[config.mk]
export PLATFORM = sky130hd
export DESIGN_NAME = alu_dec_core
export DESIGN_NICKNAME = d
export VERILOG_FILES = /design/src/rtl/alu_dec_pkg.sv /design/src/rtl/alu_dec_mul.sv /design/src/rtl/alu_dec_core.sv
export SDC_FILE = /design/constraint.sdc
export NUM_CORES = 1
export LEC_CHECK = 0
export CORE_MARGIN = 2
export CORE_UTILIZATION = 30
export DETAILED_ROUTE_END_ITERATION = 7
export PLACE_DENSITY_LB_ADDON = 0.08
export SYNTH_ARGS = -nofsm -noshare
export SYNTH_HDL_FRONTEND = slang
export SYNTH_HIERARCHICAL = 1
export SYNTH_SLANG_ARGS = --single-unit
[constraint.sdc]
create_clock -name clk -period 2.8 [get_ports clk]
set_input_delay 0.42 -clock clk [delete_from_list [all_inputs] [get_ports clk]]
set_output_delay 0.42 -clock clk [all_outputs]
set_load 0.02 [all_outputs]
[src/rtl/alu_dec_pkg.sv]
// Shared types for the ALU/decoder core: opcodes, FSM states and the default operand width.
package alu_dec_pkg;

    localparam int DEFAULT_WIDTH = 4;

    typedef enum logic [2:0] {
        OP_ADD = 3'd0,
        OP_SUB = 3'd1,
        OP_AND = 3'd2,
        OP_XOR = 3'd3,
        OP_DEC = 3'd4,
        OP_B2G = 3'd5,
        OP_G2B = 3'd6,
        OP_MUL = 3'd7
    } op_e;

    typedef enum logic [1:0] {
        ST_IDLE = 2'd0,
        ST_MUL  = 2'd1,
        ST_DONE = 2'd2
    } state_e;

endpackage

[src/rtl/alu_dec_mul.sv]
// Iterative shift-add unsigned multiplier: one multiplier bit per enabled cycle, WIDTH steps.
module alu_dec_mul
    import alu_dec_pkg::*;
#(
    parameter int WIDTH = DEFAULT_WIDTH
) (
    input  logic                 clk,
    input  logic                 rst_n,
    input  logic                 ena,
    input  logic                 start,
    input  logic [WIDTH-1:0]     a,
    input  logic [WIDTH-1:0]     b,
    output logic                 busy,
    output logic                 done,
    output logic [2*WIDTH-1:0]   product
);

    localparam int CW = (WIDTH > 1) ? $clog2(WIDTH) : 1;

    logic               busy_reg;
    logic [CW-1:0]      cnt_reg;
    logic [2*WIDTH-1:0] mcand_reg;
    logic [WIDTH-1:0]   mplier_reg;
    logic [2*WIDTH-1:0] acc_reg;
    logic [2*WIDTH-1:0] acc_next;

    assign acc_next = acc_reg + (mplier_reg[0] ? mcand_reg : '0);

    // done marks the edge that performs the final step; product already includes it.
    assign done    = busy_reg & ena & (cnt_reg == CW'(WIDTH - 1));
    assign product = acc_next;
    assign busy    = busy_reg;

    always_ff @(posedge clk or negedge rst_n) begin
        if (!rst_n) begin
            busy_reg   <= 1'b0;
            cnt_reg    <= '0;
            mcand_reg  <= '0;
            mplier_reg <= '0;
            acc_reg    <= '0;
        end else if (ena) begin
            if (start) begin
                busy_reg   <= 1'b1;
                cnt_reg    <= '0;
                mcand_reg  <= {{WIDTH{1'b0}}, a};
                mplier_reg <= b;
                acc_reg    <= '0;
            end else if (busy_reg) begin
                acc_reg    <= acc_next;
                mcand_reg  <= mcand_reg << 1;
                mplier_reg <= mplier_reg >> 1;
                cnt_reg    <= cnt_reg + CW'(1);
                if (done) begin
                    busy_reg <= 1'b0;
                end
            end
        end
    end

endmodule

[src/rtl/alu_dec_core.sv]
// Valid/ready ALU with decoder and Gray-code ops; single-cycle ops complete in one edge, MUL iterates.
module alu_dec_core
    import alu_dec_pkg::*;
#(
    parameter int WIDTH = DEFAULT_WIDTH
) (
    input  logic                 clk,
    input  logic                 rst_n,
    input  logic                 ena,
    input  logic                 in_valid,
    output logic                 in_ready,
    input  logic [2:0]           op,
    input  logic [WIDTH-1:0]     a,
    input  logic [WIDTH-1:0]     b,
    output logic                 out_valid,
    input  logic                 out_ready,
    output logic [2*WIDTH-1:0]   result,
    output logic                 flag_zero,
    output logic                 flag_carry,
    output logic                 flag_ovf,
    output logic                 busy
);

    localparam int IW = $clog2(2 * WIDTH);
    localparam logic [2*WIDTH-1:0] DEC_ONE = {{(2*WIDTH-1){1'b0}}, 1'b1};

    state_e             state_reg, state_next;
    logic [2*WIDTH-1:0] result_reg;
    logic               zero_reg, carry_reg, ovf_reg;

    logic               xfer_in, xfer_out, is_mul, mul_start, mul_done, mul_busy;
    logic [2*WIDTH-1:0] mul_product;
    logic [2*WIDTH-1:0] alu_result;
    logic               alu_carry, alu_ovf;
    logic [WIDTH:0]     sum_ext, diff_ext;
    logic [WIDTH-1:0]   g2b;

    assign sum_ext  = {1'b0, a} + {1'b0, b};
    assign diff_ext = {1'b0, a} - {1'b0, b};

    // Gray-to-binary: each bit is the XOR of itself and every bit above it.
    generate
        for (genvar gi = 0; gi < WIDTH; gi++) begin : g_g2b
            assign g2b[gi] = ^a[WIDTH-1:gi];
        end
    endgenerate

    always_comb begin
        alu_result = '0;
        alu_carry  = 1'b0;
        alu_ovf    = 1'b0;
        case (op_e'(op))
            OP_ADD: begin
                alu_result = {{WIDTH{1'b0}}, sum_ext[WIDTH-1:0]};
                alu_carry  = sum_ext[WIDTH];
                alu_ovf    = (a[WIDTH-1] == b[WIDTH-1]) && (sum_ext[WIDTH-1] != a[WIDTH-1]);
            end
            OP_SUB: begin
                alu_result = {{WIDTH{1'b0}}, diff_ext[WIDTH-1:0]};
                alu_carry  = diff_ext[WIDTH];
                alu_ovf    = (a[WIDTH-1] != b[WIDTH-1]) && (diff_ext[WIDTH-1] != a[WIDTH-1]);
            end
            OP_AND:  alu_result = {{WIDTH{1'b0}}, a & b};
            OP_XOR:  alu_result = {{WIDTH{1'b0}}, a ^ b};
            OP_DEC:  alu_result = DEC_ONE << a[IW-1:0];
            OP_B2G:  alu_result = {{WIDTH{1'b0}}, a ^ (a >> 1)};
            OP_G2B:  alu_result = {{WIDTH{1'b0}}, g2b};
            default: ;
        endcase
    end

    always_comb begin
        in_ready = 1'b0;
        case (state_reg)
            ST_IDLE: in_ready = ena;
            ST_DONE: in_ready = ena & out_ready;
            default: in_ready = 1'b0;
        endcase
    end

    assign out_valid = (state_reg == ST_DONE);
    assign xfer_in   = ena & in_valid & in_ready;
    assign xfer_out  = ena & out_valid & out_ready;
    assign is_mul    = (op_e'(op) == OP_MUL);
    assign mul_start = xfer_in & is_mul;
    assign busy      = mul_busy;

    always_comb begin
        state_next = state_reg;
        case (state_reg)
            ST_IDLE: if (xfer_in) state_next = is_mul ? ST_MUL : ST_DONE;
            ST_MUL:  if (mul_done) state_next = ST_DONE;
            ST_DONE: begin
                if (xfer_in)       state_next = is_mul ? ST_MUL : ST_DONE;
                else if (xfer_out) state_next = ST_IDLE;
            end
            default: state_next = ST_IDLE;
        endcase
    end

    always_ff @(posedge clk or negedge rst_n) begin
        if (!rst_n) begin
            state_reg  <= ST_IDLE;
            result_reg <= '0;
            zero_reg   <= 1'b0;
            carry_reg  <= 1'b0;
            ovf_reg    <= 1'b0;
        end else if (ena) begin
            state_reg <= state_next;
            if (xfer_in && !is_mul) begin
                result_reg <= alu_result;
                zero_reg   <= (alu_result == '0);
                carry_reg  <= alu_carry;
                ovf_reg    <= alu_ovf;
            end else if (mul_done) begin
                result_reg <= mul_product;
                zero_reg   <= (mul_product == '0);
                carry_reg  <= 1'b0;
                ovf_reg    <= 1'b0;
            end
        end
    end

    assign result     = result_reg;
    assign flag_zero  = zero_reg;
    assign flag_carry = carry_reg;
    assign flag_ovf   = ovf_reg;

    alu_dec_mul #(.WIDTH(WIDTH)) u_mul (
        .clk     (clk),
        .rst_n   (rst_n),
        .ena     (ena),
        .start   (mul_start),
        .a       (a),
        .b       (b),
        .busy    (mul_busy),
        .done    (mul_done),
        .product (mul_product)
    );

endmodule

**After elaboration in Yosys (flattened, before gate mapping)**

Index checks and enable logic that the tools add are counted.

- Register bits: 36
- Bits in latches: 0
- Bits in writable memories: 0
- ROM bits: 0
- Input port bits: 16
- Output and inout port bits: 14
- Word-level logic and storage cells: 88
- Memories kept: 0

- Add/subtract/negate cells: 4
- $mul: 0
- Divide/modulo/power cells: 0
- $lt $le $gt $ge: 0
- Equal/unequal tests: 17
- Shift-type cells: 1
- Multiplexer cells: 29
- Bitwise logic cells: 11
- Reductions and logical operators: 16

Operator list:

| kind | count |
|---|---|
| $mux W8 | 7 |
| $pmux W8 S7 | 1 |
| $logic_not A8 Y1 | 2 |
| $mux W2 | 7 |
| $eq A3 B3 Y1 const B | 4 |
| $add A8 B8 Y8 | 1 |
| $and A1 B1 Y1 | 8 |
| $mux W1 | 8 |
| $mux W4 | 2 |
| $shl A1 B3 Y8 const A | 1 |
| $eq A3 B2 Y1 const B | 2 |
| $pmux W1 S2 | 3 |
| $pmux W2 S3 | 1 |
| $add A4 B4 Y5 | 1 |
| $sub A4 B4 Y5 | 1 |
| $and A4 B4 Y4 | 1 |
| $eq A2 B2 Y1 const B | 2 |
| $ne A2 B2 Y1 const B | 2 |
| $reduce_and A2 Y1 | 2 |
| $reduce_and A4 Y1 | 1 |
| $reduce_bool A2 Y1 | 2 |
| $reduce_xor A4 Y1 | 1 |
| $xor A4 B3 Y4 | 1 |
| $xor A4 B4 Y4 | 1 |
| other kinds (12) | 16 |

**Longest topological paths before layout**

Gate-level depths: netlist of the first run.

- Depth in word-level cells: 6
- Depth in mapped cells: 11

**Cells and area by module**

The synthesis of the first run kept the hierarchy.

Modules (own cells, without submodules):

| module | times used | cells an instance | area an instance (um^2) |
|---|---|---|---|
| alu_dec_core | 1 | 162 | 1415.1 |
| alu_dec_mul | 1 | 111 | 1244.9 |

**Least setup slack after synthesis of the first run**

Ideal clock, no wire load.

- Path type: register to register
- Start point: register u_mul.mplier_reg[0]
- End point: register zero_reg, in the netlist flag_zero
- Arrival time: 2.327 ns
- Required time: 2.733 ns
- Path slack: 0.406 ns
- Cell stages (with the launch flop): 12
- Path buffers: 0
- Path through: dfrtp_1 and2_1 ha_1 fa_1 a211oi_2 o21bai_1 a21oi_2 xnor2_1 nor4_1 nand4_1 a21boi_0 a41o_1

- Longest elaborated chain between the ends: 5

RTL lines:

| element | RTL line | RTL |
|---|---|---|
| start: declaration | alu_dec_mul.sv:23 | `logic [WIDTH-1:0] mplier_reg;` |
| start signal: assignment | alu_dec_mul.sv:51 | `mplier_reg <= mplier_reg >> 1;` |
| $mux W8 | alu_dec_mul.sv:27 | `assign acc_next = acc_reg + (mplier_reg[0] ? mcand_reg : '0);` |
| $add A8 B8 Y8 | alu_dec_mul.sv:27 |  |
| via mul_product[6] | alu_dec_core.sv:32 | `logic [2*WIDTH-1:0] mul_product;` |
| $logic_not A8 Y1 | alu_dec_core.sv:117 | `zero_reg <= (mul_product == '0);` |
| $mux W1 | alu_dec_core.sv:115 | `end else if (mul_done) begin` |
| $mux W1 | alu_dec_core.sv:110 | `if (xfer_in && !is_mul) begin` |
| end signal: assignment | alu_dec_core.sv:112 | `zero_reg <= (alu_result == '0);` |
| end signal: assignment | alu_dec_core.sv:117 |  |
| end: declaration | alu_dec_core.sv:29 | `logic zero_reg, carry_reg, ovf_reg;` |

The timed path passes the listed nets, and every way through them passes these cells. The select of a mux whose other input is x is not followed.
A chain may end at the register's enable or synchronous reset.

**Worst setup path in the final report of the first run**

- Start point: register u_mul.mcand_reg[0]
- End point: register zero_reg, in the netlist flag_zero

- Longest elaborated chain between the ends: 5

RTL lines:

| element | RTL line | RTL |
|---|---|---|
| start: declaration | alu_dec_mul.sv:22 | `logic [2*WIDTH-1:0] mcand_reg;` |
| start signal: assignment | alu_dec_mul.sv:45 | `mcand_reg <= {{WIDTH{1'b0}}, a};` |
| start signal: assignment | alu_dec_mul.sv:50 | `mcand_reg <= mcand_reg << 1;` |
| $mux W8 | alu_dec_mul.sv:27 |  |
| $add A8 B8 Y8 | alu_dec_mul.sv:27 |  |
| via mul_product[6] | alu_dec_core.sv:32 |  |
| $logic_not A8 Y1 | alu_dec_core.sv:117 |  |
| $mux W1 | alu_dec_core.sv:115 |  |
| $mux W1 | alu_dec_core.sv:110 |  |

The timed path passes the listed nets, and every way through them passes these cells. The select of a mux whose other input is x is not followed.

==> results.sh, run 1 <==
export IMPL_outcome="finished, final reports clean"
export IMPL_portBuffers=29
export IMPL_grt_total_usage=0.148
export IMPL_coreArea_mm2=0.00868
export IMPL_drcViolationCount=0
export IMPL_grt_overflow=0
export IMPL_drive_gt1_frac=0.149
export IMPL_cts_resized=0
export IMPL_fin_ws_ps=238
export IMPL_antenna_found_initial=0
export IMPL_num_vias=2147
export IMPL_cts_hold_buf=0
export IMPL_critical_path_max_fanout=3
export IMPL_cts_buffer_depth=2
export IMPL_setup_viol=0
export IMPL_finalSetupTns_ps=0
export IMPL_nFillCells=934
export IMPL_drv_slew=0
export IMPL_die_x_um=98.2
export IMPL_grt_pass1_vias=2204
export IMPL_path_class="reg -> reg"
export IMPL_crit_family="compound AO/OA/AOI/OAI gates"
export IMPL_cts_clk_slew_worst_paths_ps=80
export IMPL_max_cap_violations=0
export IMPL_yosysMostFrequentCell="dfrtp_1"
export IMPL_yosysTopAreaCellShare=0.339
export IMPL_start_util=0.307
export IMPL_synth_edf_count=0
export IMPL_pre_cts_ws_ps=109
export IMPL_synth_nets=312
export IMPL_clock_skew_final_ps=12.0
export IMPL_slew_limit_headroom=0.228
export IMPL_area_growth_pct=21.6
export IMPL_endpoint_kind="flop"
export IMPL_multi_input_area_mm2=0.00164
export IMPL_synth_largest_area_cell="dfrtp_1"
export IMPL_fin_nets=353
export IMPL_final_antenna_net_count=0
export IMPL_routabilityCongestion=0.791
export IMPL_async_reset_ff_frac=1.00
export IMPL_synth_area_leaders="dfrtp_1 (34%), ha_1 (9.4%), mux2i_1 (5.3%)"
export IMPL_hold_path_class="in -> async"
export IMPL_dieArea_mm2=0.00964
export IMPL_cts_tree="yes"
export IMPL_crit_arrival_ps=2780
export IMPL_yosysSeqAreaShare=0.339
export IMPL_synth_common_cells="dfrtp_1 (36), nand2_1 (23), ha_1 (20)"
export IMPL_clock_latency_ps=290
export IMPL_rsz0062_at_grt="false"
export IMPL_clkSinkCount=36
export IMPL_ys_flop_type="dfrtp_1"
export IMPL_required_ps=3020
export IMPL_antenna_cells=0
export IMPL_wl_um=6730
export IMPL_grt_start_max_net_pins=37
export IMPL_clock_fmax_ghz=0.390
export IMPL_ctsHtreeMaxLevel=2
export IMPL_hpwlAfterDp_um=5230
export IMPL_cp_buffers_inverters=0
export IMPL_drtPass1Iterations=4
export IMPL_max_stage_delay_ps=390
export IMPL_path_cells="and2_1 -> ha_1 -> fa_2 -> a211oi_2 -> o21bai_1 -> a21oi_2 -> xnor2_1 -> nor4_1 -> nand4_1 -> a21boi_1 -> a41o_1"
export IMPL_fin_crit_sh=0.915
export IMPL_yosys_warnings=6
export IMPL_chipHeight_um=98.2
export IMPL_wl_per_cell_um=15.9
export IMPL_p_per_area_mw_per_mm2=623
export IMPL_slowest_stage="dfrtp_1"
export IMPL_cp_start_kind="flop"
export IMPL_synth_avg_cell_area_um2=9.74
export IMPL_ys_ff_latch=36
export IMPL_cts_setup_buffers=0
export IMPL_finalPower_mw=2.01
export IMPL_rows=34
export IMPL_first_iter_violations=99
export IMPL_synth_area_mm2=0.00266
export IMPL_worstMarginPinSlew_ps=1160
export IMPL_avgViaCountPerCell=5.08
export IMPL_seq_area_um2=901
export IMPL_synth_cell_types=57
export IMPL_synthCells=273
export IMPL_boundaryPins=30
export IMPL_root_buffer="clkbuf_8"
export IMPL_numCtsBuffers=5
export IMPL_peakVddDrop_mv=0.197
export IMPL_grt_pass1_wl_um=11400
export IMPL_leakage_nw=1.45
export IMPL_hold_violations=0
export IMPL_timing_final_crit_period_ps=2560
export IMPL_fin_util=0.373
## layer usage
layer	part of all wire	GRT usage	wire length, um	vias to the layer above
met5	0	0	0	-
met4	0.012	0.0379	82	0
met3	0.026	0.0243	177	7
met2	0.44	0.237	2990	29
met1	0.52	0.209	3490	1033
li1	-	-	-	1078
## power by group
group	switching, mW	total [mW]	internal (mW)
logic	0.431	0.836	0.406
clock network	0.193	0.394	0.200
registers	0.116	0.784	0.668
## worst paths after layout
| path | from | to | slack, ps | depth (start not counted) |
|---|---|---|---|---|
| worst min-delay path | rst_n | u_mul/mcand_reg[5] | 220 | 1 |
| worst min register to register | u_mul/mplier_reg[1] | u_mul/mplier_reg[1] | 490 | 2 |
| min in group clk | u_mul/mplier_reg[1] | u_mul/mplier_reg[1] | 490 | 2 |
| worst max register to register | u_mul/mcand_reg[0] | flag_zero | 240 | 11 |
| worst max-delay path | u_mul/mcand_reg[0] | flag_zero | 240 | 11 |
| max in group asynchronous | rst_n | flag_zero | 2050 | 1 |
## metrics by stage
| step | instances | hold WS, ps | cell area, um^2 |
|---|---|---|---|
| floorplan | 273 | 124 | 2660 |
| global placement | 415 | 467 | 3140 |
| detailed placement | 415 | 474 | 3140 |
| CTS | 423 | 257 | 3230 |
| global route | 423 | 287 | 3230 |
| finish | 423 | 224 | 3230 |
## logic make-up after synthesis
kind of cell,count (synthesis),synth area share
AOI/OAI and AO/OA,85,0.233
muxes,18,0.0696
and+or+nand+nor,73,0.152
DFF,36,0.339
xor gates and xnor gates,13,0.0428
adders and majority gates,23,0.117
buffers and inverters,25,0.0475
## final cells by class
| type | instances | share of cell area |
|---|---|---|
| clock buffers | 7 | 0.0267 |
| clock inverters | 1 | 0.00232 |
| inverters | 11 | 0.0128 |
| multi-input cells | 212 | 0.506 |
| flip-flops and latches | 36 | 0.279 |
| well taps | 108 | 0.0418 |
| repair buffers | 48 | 0.132 |
## cells in the final DEF (no fill, tap or decap), types with 2 or more instances in the layout
| cell | count |
|---|---|
| mux2_2 | 4 |
| o32ai_1 | 2 |
| a21oi_2 | 3 |
| nand2b_1 | 4 |
| nor4b_1 | 2 |
| dfrtp_1 | 36 |
| a22o_1 | 14 |
| a32o_1 | 2 |
| nand3_1 | 3 |
| a31oi_1 | 3 |
| xnor2_1 | 10 |
| a211oi_2 | 3 |
| mux2i_1 | 14 |
| a21oi_1 | 18 |
| and3_1 | 2 |
| nor2b_1 | 5 |
| nor3_1 | 2 |
| o21bai_1 | 3 |
| nand3_2 | 2 |
| nor4_1 | 2 |
| inv_1 | 11 |
| o21ai_0 | 9 |
| fa_1 | 2 |
| or3_1 | 2 |
| nor2_1 | 12 |
| ha_1 | 20 |
| and2_1 | 7 |
| nand4_1 | 2 |
| nand2_1 | 23 |
| o21ai_1 | 10 |
| xor2_1 | 3 |
| buf_4 | 19 |
| a21o_1 | 2 |
| clkbuf_8 | 6 |
| clkdlybuf4s50_1 | 28 |
Note: power is estimated with default switching activity, not from simulation.
==> inputs of run 2 (changes only) <==
--- a/config.mk
+++ b/config.mk
@@ -8,6 +8,7 @@
 export CORE_MARGIN = 2
 export CORE_UTILIZATION = 30
 export DETAILED_ROUTE_END_ITERATION = 7
+export GPL_ROUTABILITY_DRIVEN = 0
 export PLACE_DENSITY_LB_ADDON = 0.08
 export SYNTH_ARGS = -nofsm -noshare
 export SYNTH_HDL_FRONTEND = slang
==> results of run 2 <==
Same layout as run 1: the final DEF is identical, and so are final timing and power.
==> variant 1, RTL diff (flow settings as in run 1) <==
Put one more register stage on the output `flag_zero`, with the module's reset. The value now appears one clock later. The other outputs are not delayed to match.
--- a/src/rtl/alu_dec_core.sv
+++ b/src/rtl/alu_dec_core.sv
@@ -124,3 +124,9 @@
     assign result     = result_reg;
-    assign flag_zero  = zero_reg;
+    always_ff @(posedge clk or negedge rst_n) begin
+        if (!rst_n) begin
+            flag_zero <= '0;
+        end else begin
+            flag_zero <= zero_reg;
+        end
+    end
     assign flag_carry = carry_reg;
Behaviour: not the same (a bounded check fails within 4 cycles, from zero or initial values and one cycle with rst_n low).
==> variant 1 against run 1 <==
Clock power is 3% lower; cell area is 0.43% higher; area after synthesis stayed put; sequential share of layout area is 0.65 points higher; combinational power is 17% lower; critical endpoint is now zero_reg; largest cell class unchanged; setup slack worse by 0.016 ns; total power is 8.6% lower; routed wire length is 1.8% lower; sequential cell count is 1 higher; non-clock buffer count stayed put; via count is 0.88% lower; largest power group is now sequential cells; sequential power is 2.7% lower; count of clock-buffer cells in the layout stayed put.
==> variant 1: results (changes against run 1) <==
cp_slowest_cell: "fa_1"
diodes: 0  # unchanged
place_area_um2: 3160  # +0.56%
dr.first_iter.drc_count: 80  # -19%
status: "finished, final reports clean"
synth_fa_ha_area_share_pct: 11.7  # unchanged
async_reset_ff_share_pct: 100  # unchanged
met2_usage_pct: 22.4  # -1.3 points
synthTopCellsByArea: "dfrtp_1, ha_1, a22o_1"
cts-root-buf: "clkbuf_8"
synth.top_cells.by_count: "dfrtp_1, nand2_1, ha_1"
numCtsBuffers: 5  # unchanged
met1_usage_pct: 20.9  # -0.065 points
fin_skew_ns: 0.00957  # -0.00243 ns
antenna_found_initial: 0  # unchanged
r2r_slack_ns: 0.22  # -0.02 ns
power.leakage_nw: 1.45  # +0.20%
synth_compound_area_share_pct: 25.4  # +2.1 points
clk_pin_slew_ns: 0.08  # about the same
grt_pass1_vias: 2140  # -2.9%
cp_max_fo: 3  # unchanged
grtUsageTotal_pct: 14.6  # -0.25 points
yosysSeqAreaShare_pct: 34.8  # +0.94 points
synthXorXnorAreaFrac_pct: 4.56  # +0.28 points
cp_data_arrival_time_ns: 2.78  # about the same
met1Wirelength_um: 3340  # -4.1%
hold_class: "in -> async"
detailedRoute.firstPassIterationCount: 4  # unchanged
yosys_warnings: 6  # unchanged
period_minus_slack_ns: 2.58  # +0.0162 ns
insertion_delay_ns: 0.29  # about the same
cts_buffer_depth: 2  # unchanged
layout-drive-gt1-share_pct: 13.8  # -1.1 points
wl_met3_um: 195  # +10%
grt_max_degree: 38  # +2.7%
worst_r2r_startpoint: "u_mul/mcand_reg[0]"
relSlewSlack_pct: 26.2  # +3.4 points
syn_nets: 314  # +0.64%
path_class: "reg -> reg"
critPathMaxStageDelay_ns: 0.44  # +0.05 ns
synthMuxAreaShare_pct: 5.08  # -1.9 points
met3_usage_pct: 2.43  # unchanged
io_buffers: 29  # unchanged
drv_cap: 0  # unchanged
dp_hpwl_um: 5190  # -0.80%
final_cells: 426  # +0.71%
routed-wl-met2_um: 2950  # -1.3%
place_ws_ns: -0.0131  # -0.122 ns
htree_levels: 2  # unchanged
grt_pass1_wl_um: 11200  # -1.9%
maxUsedRoutingLayer: "met4"
wl_per_cell_um: 15.5  # -2.5%
avgViaCountPerCell: 5.00  # -1.6%
fin_hold_ws_ns: 0.249  # +0.0256 ns
num-nets-final: 357  # +1.1%
gp_congestion: 0.810  # +2.4%
vdd_drop_max_mv: 0.221  # +12%
ys_types: 54  # -5.3%
post_synth.cell_area_avg_um2: 9.67  # -0.73%
dpl.cell_count: 419  # +0.96%
-- variant 1: cell types whose count changed in the layout (fill, tap and decap cells not counted), moves of 3 or more --
cell,delta
a21o_1,+4
mux2i_1,-5
a211oi_1,+3
a22oi_1,+3
and3_1,+3
-- variant 1: layout make-up --
class,instances,area [µm²]
Tap cell,108,135
Inverter,11,41.3
Multi-Input combinational cell,215,1630
Fill cell,909,5430
Clock buffer,7,86.3
Sequential cell,37,926
Timing Repair Buffer,48,428
-- variant 1: path summary, 6_finish.rpt --
kind | end | depth (start not counted)
setup / recovery | zero_reg | 12
hold / removal | state_reg[1] | 1
setup reg to reg | zero_reg | 12
hold reg to reg | flag_zero | 0
max in group asynchronous | u_mul/cnt_reg[1] | 1
min in group clk | flag_zero | 0
-- variant 1: worst max-delay path: cells and delay by family, from the launching register on --
kind            cells  cell delay, ns
compound gates      5            0.58
xor+xnor            1            0.10
fa+ha+maj           2            0.68
flops               1            0.39
simple gates        4            0.72
-- variant 1: what timing repair did --
| item | in CTS | in global routing |
|---|---|---|
| gates resized for setup | 0 | 1 |
| buffers inserted | 0 | 0 |
| endpoints found under the setup margin | 0 | 1 |
-- variant 1: report_power, final --
group	internal [mW]	switching (mW)	leakage (nW)
Combinational	0.331	0.367	0.908
Clock	0.195	0.185	0.0443
Sequential	0.667	0.0957	0.499
Total	1.19	0.648	1.45
-- variant 1: cell families after synthesis --
| family | count (synthesis) |
|---|---|
| AND/OR/NAND/NOR | 75 |
| multiplexers | 12 |
| XOR/XNOR | 13 |
| adder cells (fa/ha/maj) | 23 |
| flip-flops | 37 |
| buffers and inverters | 23 |
| AO/OA/AOI/OAI | 92 |
==> variant 2, RTL diff (settings of run 1) <==
Made on the original files. Set the package constant `DEFAULT_WIDTH` to 2 (it was 4).
--- a/src/rtl/alu_dec_pkg.sv
+++ b/src/rtl/alu_dec_pkg.sv
@@ -3,3 +3,3 @@
 
-    localparam int DEFAULT_WIDTH = 4;
+    localparam int DEFAULT_WIDTH = 2;
 
Interface: changed (resized a, b and result); port bits go from 30 to 22. No check against the original RTL was run, so the function may have changed too.
==> variant 2 against run 1 <==
Setup slack gained 0.23 ns; non-clock buffer count decreased by 18; routed wire length shrank 45%; total power down 51%; area after synthesis fell by 42%; sequential cell count fell by 15; combinational power down 54%; count of clock-buffer cells in the layout decreased by 4; via count shrank 40%; clock power down 48%; cell area decreased by 41%; clock skew is 0.0075 ns lower.
==> variant 2: results (changes against run 1) <==
hold_class: "in -> async"
fin_skew_ns: 0.00450  # -0.00749 ns
dr.first_iter.drc_count: 50  # -49%
synth.top_cells.by_count: "dfrtp_1, ha_1, nand3_1"
crit_family: "adder cells"
clk_pin_slew_ns: 0.08  # about the same
grt_pass1_vias: 1257  # -43%
ys_types: 52  # -8.8%
cts_setup_buffers: 0  # unchanged
reg2reg_depth: 9  # -2
yosysSeqAreaShare_pct: 33.8  # about the same
detailedRoute.firstPassIterationCount: 6  # +2
gp_congestion: 0.816  # +3.1%
antenna_found_initial: 0  # unchanged
synthTopCellsByArea: "dfrtp_1, ha_1, fa_1"
numCtsBuffers: 3  # -2
status: "finished, final reports clean"
ctsResizeCount: 0  # unchanged
avgViaCountPerCell: 5.02  # -1.1%
layout-drive-gt1-share_pct: 13.5  # -1.4 points
vdd_drop_max_mv: 0.181  # -8.2%
power.leakage_nw: 0.857  # -41%
cts_buffer_depth: 2  # unchanged
grtUsageTotal_pct: 13.5  # -1.4 points
insertion_delay_ns: 0.26  # -0.03 ns
nFillCells: 514  # -45%
grt_max_degree: 22  # -41%
dpl.cell_count: 251  # -40%
dp_hpwl_um: 2890  # -45%
tightest_slew_ns: 0.469  # -0.689 ns
yosys_warnings: 6  # unchanged
syn_nets: 185  # -41%
hold_viol: 0  # unchanged
place_area_um2: 1880  # -40%
cp_max_fo: 5  # +2
critPathMaxStageDelay_ns: 0.59  # +0.20 ns
htree_levels: 1  # -1
place_ws_ns: 0.200  # +0.0907 ns
grt_pass1_wl_um: 6240  # -45%
cp_slowest_cell: "clkdlybuf4s50_1"
num-nets-final: 212  # -40%
cp_data_arrival_time_ns: 2.49  # -0.29 ns
wl_per_cell_um: 14.4  # -9.3%
synth-main-ff-cell: "dfrtp_1"
cts-root-buf: "clkbuf_8"
io_buffers: 21  # -28%
wl_um: 3680  # -45%
diodes: 0  # unchanged
async_reset_ff_share_pct: 100  # unchanged
post_synth.cell_area_avg_um2: 9.77  # +0.22%
[variant 2: path summary, 6_finish.rpt]
check / startpoint / end / slack (ns)
max: a[0] / result[1] / 0.46
min: rst_n / state_reg[1] / 0.51
max reg2reg: u_mul/mplier_reg[0] / flag_zero / 0.76
min reg2reg: u_mul/mcand_reg[3] / u_mul/mcand_reg[3] / 0.51
max in group asynchronous: rst_n / result[2] / 2.07
min in group clk: u_mul/mcand_reg[3] / u_mul/mcand_reg[3] / 0.51
[variant 2: per-layer routing]
| metal | GRT usage (%) | up-vias | part of all wire (%) |
|---|---|---|---|
| met4 | 4.55 | 0 | 0.62 |
| met1 | 19.0 | 627 | 51 |
| met3 | 2.14 | 2 | 2.6 |
| met2 | 21.1 | 15 | 46 |
| met5 | 0 | - | 0 |
| li1 | - | 636 | - |
[variant 2: area by class of cell]
class                   count  area [µm²]  area share (%)
multi-input cells         118         940            48.9
flip-flops and latches     21         526            27.3
repair buffers             30         278            14.5
well taps                  70        87.6            4.56
inverters                  12        45.0            2.34
clock buffers               3        41.3            2.15
clock inverters             1        5.00           0.260
[variant 2: power breakdown]
group / leakage [nW] / switching (mW) / total (mW) / internal (mW)
combinational: 0.576 / 0.195 / 0.382 / 0.187
clock: 0.0255 / 0.106 / 0.205 / 0.0992
sequential: 0.256 / 0.0447 / 0.404 / 0.359
[variant 2: logic make-up (layout without fill, tap and decap cells)]
logic type,Yosys count,in the layout,synth area share [%]
AND/OR/NAND/NOR,52,52,20.0
AO/OA/AOI/OAI,42,42,21.4
flip-flops,21,21,33.8
buffers and inverters,20,46,5.64
adder cells (fa/ha/maj),14,14,12.7
multiplexers,7,7,4.75
XOR/XNOR,3,3,1.69
